`config.mk`:
```
export PLATFORM = sky130hd
export DESIGN_NAME = mem_ctrl
export DESIGN_NICKNAME = d
export VERILOG_FILES = /design/src/rtl/mem_ctrl_pkg.sv /design/src/rtl/mem_ctrl_byte_assembler.sv /design/src/rtl/mem_ctrl.sv
export SDC_FILE = /design/constraint.sdc
export NUM_CORES = 1
export LEC_CHECK = 0
export ABC_AREA = 1
export CAP_MARGIN = 20
export CORE_MARGIN = 2
export CORE_UTILIZATION = 42
export DETAILED_ROUTE_END_ITERATION = 10
export PLACE_DENSITY_LB_ADDON = 0.3
export SLEW_MARGIN = 25
export SYNTH_ARGS = -nofsm -noshare
export SYNTH_HDL_FRONTEND = slang
export SYNTH_HIERARCHICAL = 1
export SYNTH_SLANG_ARGS = --single-unit
```
`constraint.sdc`:
```
create_clock -name clk_in -period 2.4 [get_ports clk_in]
set_input_delay 0.72 -clock clk_in [delete_from_list [all_inputs] [get_ports clk_in]]
set_output_delay 0.72 -clock clk_in [all_outputs]
set_load 0.01 [all_outputs]
```
`src/rtl/mem_ctrl_pkg.sv`:
```
// Shared definitions for mem_ctrl: FSM state encoding, data_len codes,
// busy-state codes and byte-count decode helpers.
package mem_ctrl_pkg;

  typedef enum logic [2:0] {
    ST_IDLE   = 3'd0,
    ST_IF_RD  = 3'd1,
    ST_MEM_RD = 3'd2,
    ST_MEM_WR = 3'd3,
    ST_DONE   = 3'd4
  } state_e;

  // Load lengths are byte counts, store lengths are byte count minus one.
  localparam logic [2:0] LD_BYTE = 3'd1;
  localparam logic [2:0] LD_HALF = 3'd2;
  localparam logic [2:0] LD_WORD = 3'd4;
  localparam logic [2:0] SD_BYTE = 3'd0;
  localparam logic [2:0] SD_HALF = 3'd1;
  localparam logic [2:0] SD_WORD = 3'd3;

  localparam logic [2:0] FETCH_BYTES = 3'd4;

  localparam logic [1:0] BUSY_NONE  = 2'b00;
  localparam logic [1:0] BUSY_DATA  = 2'b01;
  localparam logic [1:0] BUSY_FETCH = 2'b10;

  function automatic logic [2:0] load_bytes(input logic [2:0] code);
    case (code)
      LD_BYTE: return 3'd1;
      LD_HALF: return 3'd2;
      default: return 3'd4;
    endcase
  endfunction

  function automatic logic [2:0] store_bytes(input logic [2:0] code);
    case (code)
      SD_HALF: return 3'd2;
      SD_WORD: return 3'd4;
      default: return 3'd1;
    endcase
  endfunction

endpackage

```
`src/rtl/mem_ctrl_byte_assembler.sv`:
```
// byte_assembler: collects read bytes little-endian via a right-shift register
// and right-aligns the result for 1/2/4-byte reads, zero-filling unread bits.
module byte_assembler (
  input  logic        clk_i,
  input  logic        rst_ni,
  input  logic        clr_i,
  input  logic        shift_i,
  input  logic [7:0]  byte_i,
  input  logic [2:0]  len_i,
  output logic [31:0] word_o
);

  logic [31:0] acc_q;
  logic [2:0]  pad_bytes;

  always_ff @(posedge clk_i or negedge rst_ni) begin
    if (!rst_ni) begin
      acc_q <= '0;
    end else if (clr_i) begin
      acc_q <= '0;
    end else if (shift_i) begin
      acc_q <= {byte_i, acc_q[31:8]};
    end
  end

  // After N shifts the first byte sits at lane 4-N; shift it down to lane 0.
  assign pad_bytes = 3'd4 - len_i;
  assign word_o    = acc_q >> {pad_bytes, 3'b000};

endmodule

```
`src/rtl/mem_ctrl.sv`:
```
// mem_ctrl: arbitrates instruction fetch and data load/store onto a byte-wide RAM.
// Optional macro IO_STALL_EN holds stores to the I/O region while io_buffer_full.
module mem_ctrl
  import mem_ctrl_pkg::*;
#(
  parameter logic [1:0]  IO_SEL = 2'b11,
  parameter int unsigned RAM_AW = 18
) (
  input  logic        clk_in,
  input  logic        rst_in,
  input  logic        if_read_req,
  input  logic [31:0] if_addr,
  input  logic        if_clear,
  output logic        if_done,
  output logic [31:0] if_inst,
  input  logic        read_mem,
  input  logic        write_mem,
  input  logic [31:0] mem_addr_to_read,
  input  logic [31:0] mem_data_to_write,
  input  logic [2:0]  data_len,
  output logic        mem_load_done,
  output logic [31:0] mem_ctrl_read_in,
  output logic [1:0]  mem_ctrl_busy_state,
  input  logic [7:0]  ram_din,
  output logic [7:0]  ram_dout,
  output logic [31:0] ram_a,
  output logic        ram_wr,
  input  logic        io_buffer_full
);

  localparam logic [63:0] ADDR_MASK64 = (64'd1 << RAM_AW) - 64'd1;
  localparam logic [31:0] ADDR_MASK   = ADDR_MASK64[31:0];

  state_e      state_q;
  logic        fetch_q;
  logic [2:0]  cnt_q, cnt_d, len_q;
  logic [31:0] ram_a_q, addr_d, wdata_q;
  logic        ram_wr_q;
  logic [7:0]  ram_dout_q;
  logic        if_done_q, mem_done_q;
  logic [1:0]  busy_q;
  logic        stall;
  logic        asm_clr, asm_shift;
  logic [31:0] asm_word;

  assign cnt_d  = cnt_q + 3'd1;
  assign addr_d = ram_a_q + 32'd1;

`ifdef IO_STALL_EN
  assign stall = (state_q == ST_MEM_WR) && (ram_a_q[17:16] == IO_SEL) && io_buffer_full;
`else
  logic unused_io;
  assign unused_io = io_buffer_full & (IO_SEL != 2'b00);
  assign stall     = 1'b0;
`endif

  always_ff @(posedge clk_in or negedge rst_in) begin
    if (!rst_in) begin
      state_q    <= ST_IDLE;
      fetch_q    <= 1'b0;
      cnt_q      <= '0;
      len_q      <= '0;
      ram_a_q    <= '0;
      wdata_q    <= '0;
      ram_wr_q   <= 1'b0;
      ram_dout_q <= '0;
      if_done_q  <= 1'b0;
      mem_done_q <= 1'b0;
      busy_q     <= BUSY_NONE;
    end else begin
      if_done_q  <= 1'b0;
      mem_done_q <= 1'b0;
      case (state_q)
        ST_IDLE: begin
          cnt_q <= '0;
          if (read_mem || write_mem) begin
            fetch_q <= 1'b0;
            ram_a_q <= mem_addr_to_read;
            busy_q  <= BUSY_DATA;
            if (read_mem) begin
              state_q <= ST_MEM_RD;
              len_q   <= load_bytes(data_len);
            end else begin
              state_q    <= ST_MEM_WR;
              len_q      <= store_bytes(data_len);
              ram_wr_q   <= 1'b1;
              ram_dout_q <= mem_data_to_write[7:0];
              wdata_q    <= {8'h00, mem_data_to_write[31:8]};
            end
          end else if (if_read_req && !if_clear) begin
            state_q <= ST_IF_RD;
            fetch_q <= 1'b1;
            len_q   <= FETCH_BYTES;
            ram_a_q <= if_addr;
            busy_q  <= BUSY_FETCH;
          end
        end

        // Reads spend one extra cycle after the last address to catch its byte.
        ST_IF_RD, ST_MEM_RD: begin
          if (state_q == ST_IF_RD && if_clear) begin
            state_q <= ST_IDLE;
            ram_a_q <= '0;
            busy_q  <= BUSY_NONE;
          end else if (cnt_q == len_q) begin
            state_q    <= ST_DONE;
            if_done_q  <= fetch_q;
            mem_done_q <= !fetch_q;
            busy_q     <= fetch_q ? BUSY_NONE : BUSY_DATA;
          end else begin
            cnt_q   <= cnt_d;
            ram_a_q <= (cnt_d == len_q) ? 32'd0 : addr_d;
          end
        end

        ST_MEM_WR: begin
          if (!stall) begin
            if (cnt_d == len_q) begin
              state_q    <= ST_DONE;
              mem_done_q <= 1'b1;
              ram_wr_q   <= 1'b0;
              ram_a_q    <= '0;
              ram_dout_q <= '0;
            end else begin
              cnt_q      <= cnt_d;
              ram_a_q    <= addr_d;
              ram_dout_q <= wdata_q[7:0];
              wdata_q    <= {8'h00, wdata_q[31:8]};
            end
          end
        end

        ST_DONE: begin
          state_q <= ST_IDLE;
          fetch_q <= 1'b0;
          busy_q  <= BUSY_NONE;
        end

        default: begin
          state_q <= ST_IDLE;
          busy_q  <= BUSY_NONE;
        end
      endcase
    end
  end

  assign asm_clr   = (state_q == ST_IDLE);
  assign asm_shift = ((state_q == ST_IF_RD) || (state_q == ST_MEM_RD)) && (cnt_q != 3'd0);

  byte_assembler u_asm (
    .clk_i   (clk_in),
    .rst_ni  (rst_in),
    .clr_i   (asm_clr),
    .shift_i (asm_shift),
    .byte_i  (ram_din),
    .len_i   (len_q),
    .word_o  (asm_word)
  );

  // A flush arriving in the fetch DONE cycle still suppresses the pulse.
  assign if_done             = if_done_q & ~if_clear;
  assign if_inst             = if_done ? asm_word : 32'd0;
  assign mem_load_done       = mem_done_q;
  assign mem_ctrl_read_in    = mem_done_q ? asm_word : 32'd0;
  assign mem_ctrl_busy_state = busy_q;
  assign ram_a               = ram_a_q & ADDR_MASK;
  assign ram_wr              = ram_wr_q & ~stall;
  assign ram_dout            = ram_dout_q;

endmodule

```
==> metrics <==
status finished with violations; failing checks negative setup slack; Top delay family on crit path buffers and inverters; synthesized area per cell 6.46 sq um; TritonRoute pass-1 iters 5; nets@finish 1326; Post-Synth Adder-Cell Area 0.767%; # setup viols final 64; IO buf count 179; Die Ht 129 um; Gate power share 61.3%; first-pass GRT wire length 28900 um; initial antenna violation count 1; highest-delay cell along the critical path dfrtp_1; Simple-Gate Fraction of Synth Area 38.6%; worst-margin pin slew 0.561 ns; drt wl/cell 12.5 um; Worst VDD drop 0.594 mV; Pwr Density 1210 nW/um^2; startpoint types register; clk buf depth 2; Die ar. 16500 sq um; CP cell instances inv_6, ha_4, inv_2, nand2_2, nand2_4, buf_6, buf_4, nand2_2, nor2_4, nand2_1, inv_1, buf_2; sequential share of power 25.7%; share of layout cells above drive strength 1 21.9%; Core Region 15200 sq um; CTS sink count 97; Post-synth EDFFs 0; FF/Latch Area 2430 sq um; Reg clk slew, reported paths 0.08 ns; gr usage total 21.4%; Synth top area share 37.2%; Max Fclk 395 MHz; remaining routing DRC violations 0; Internal Pwr Total 5.83 mW; Fill cells 1389; WP buf/inv 6; Iteration-0 DRC Markers 352; CTS Buf Count 9; Worst-Skew Late Latency 0.36 ns; mapped cell area 6520 sq um; row count 45; Yosys Warn Count 6; gp weighted congestion 0.872; fin. max-slew vios 0; Sw Ratio 48.2%; CP Capture Type output port; Leak Pwr 4.59 nW; Remaining Overflow, GRT 0; CTS tree yes; Setup WS post-layout -0.133 ns; vias in the first global route 6246; top_reg_cell synth dfrtp_1; xor/xnor share of the synthesized area 0.940%; starting density of the core 42.9%; Multi-input gate area 3740 sq um; routed vias 6666; synth cell count leaders nand2_1, nor2_1, inv_1; Setup CP Type register to output port; hpwl dp 12500 um; Worst Path Required 1.68 ns; CTS root buffer clkbuf_16; H-tree depth 3; worst slack, placed -0.516 ns; post-synthesis sequential area ratio 37.2%; count leader, synth nand2_1; Clock power frac 13.0%; register bit count reported by yosys 97; post-route clock skew 0.0125 ns; num ports 223; switching power 5.41 mW; crit-path max FO 8; largest family of logic cells by synthesized area simple AND/OR/NAND/NOR gates; Hold Buf Count CTS 0; cells after synthesis 1010; Synth async-reset ratio 100%; die width 129 um; top cell type by total area after synthesis dfrtp_1; largest net degree at the start of global routing 41; Hold Crit Class primary input to asynchronous set/reset pin; max_cap viols 0; critical path's most frequent cell nand2_2; Final Hold Fails 0; area grow syn2layout 41.9%; Synth Area in Compound Gates 7.38%; vias per inst 4.76; post-synthesis mux area share 2.45%; Worst slew margin 62.6%; post-route ant nets 0; Worst EP arrival 1.81 ns; Final Cycle Share 106%; Tmin final 2.53 ns; Synth area leaders dfrtp_1, nand2_1, nor2_1, inv_1, nand3_1; CP peak stage delay 0.41 ns; Hold WS 0.272 ns; RSZ-0062 raised after global routing yes; final wirelength 17500 um; antenna fix cells 0; synth unique cells 37
## sequential cells by signal, indices dropped and copies added, names as in the netlist
| register | cells |
|---|---|
| u_asm/acc_q | 32 |
| wdata_q | 24 |
| ram_a_q | 18 |
| ram_dout | 8 |
| cnt_q | 3 |
| len_q | 3 |
| state_q | 3 |
| mem_ctrl_busy_state | 2 |
| fetch_q | 1 |
| if_done_q | 1 |
| mem_load_done | 1 |
| ram_wr | 1 |
## cell families (layout without fill, tap and decap cells)
kind of cell | after synthesis | after routing
buffers and inverters | 173 | 362
other | 1 | 14
DFF | 97 | 97
adders and majority gates | 4 | 4
AOI/OAI and AO/OA | 88 | 88
xor gates and xnor gates | 7 | 7
muxes | 16 | 16
and+or+nand+nor | 624 | 625
## metal layers
| layer | share of wire, % | vias to the layer above | track usage, % |
|---|---|---|---|
| met5 | 0.074 | - | 0 |
| met4 | 1.3 | 2 | 5.63 |
| met3 | 6.5 | 18 | 4.62 |
| met2 | 48 | 197 | 37.2 |
| met1 | 44 | 2996 | 27.1 |
| li1 | - | 3453 | - |
## metrics by stage
step,area [sq um],total power [mW],setup TNS (ns),utilization [%],instances
after floorplan,6640,6.79,-0.0941,-,1023
after global placement,8600,8.49,-21.68,56.6,1369
after detailed placement,8600,8.59,-22.77,56.6,1369
after CTS,9070,10.9,-6.12,59.7,1397
after global routing,9260,12.2,-11.45,60.9,1401
final,9260,11.2,-5.26,60.9,1401
## path summary, 6_finish.rpt
path                           startpoint              endpoint  slack, ns  depth (start not counted)
hold reg to reg            u_asm/acc_q[2]        u_asm/acc_q[2]       0.47                          2
min in group clk_in        u_asm/acc_q[2]        u_asm/acc_q[2]       0.47                          2
max in group asynchronous          rst_in           wdata_q[18]       1.46                          2
setup reg to reg                 len_q[0]            ram_a_q[5]       0.26                         12
setup / recovery                 len_q[0]  mem_ctrl_read_in[10]      -0.13                         12
hold / removal                     rst_in            ram_a_q[9]       0.27                          1
## power by group through the flow
stage / sequential (mW) / combinational, mW / clock [mW]
2_1_floorplan: 2.89 / 3.90 / 0
3_3_place_gp: 2.89 / 5.61 / 0
3_5_place_dp: 2.90 / 5.68 / 0
4_1_cts: 2.88 / 6.56 / 1.50
5_1_grt: 2.99 / 7.68 / 1.57
6_report: 2.89 / 6.88 / 1.46
## final cells by class
type	count	share of cell area, %
Timing Repair Buffer	229	22.7
Sequential cell	97	26.2
Clock buffer	9	2.43
Clock inverter	7	0.878
Inverter	117	4.82
Multi-Input combinational cell	754	40.4
Tap cell	188	2.54
## what timing repair did
item | in CTS | in global routing
gates resized for setup | 360 | 42
pin swaps | 24 | 15
cloned | 4 | 2
setup endpoints to repair | 65 | 65
buffers inserted | 8 | 3
## cells in the final DEF (no fill, tap or decap), drive strengths merged, types with 2 or more instances in the layout
cell	n
o21ai	74
conb	14
xnor2	2
ha	4
clkinv	3
nor2	192
and2	8
o21bai	4
dfrtp	97
mux2i	16
clkdlybuf4s50	112
buf	113
a21oi	6
xor2	5
inv	121
clkbuf	12
nand3	60
nand2	360
nand4	4
Power figures use the tool's default switching activity.
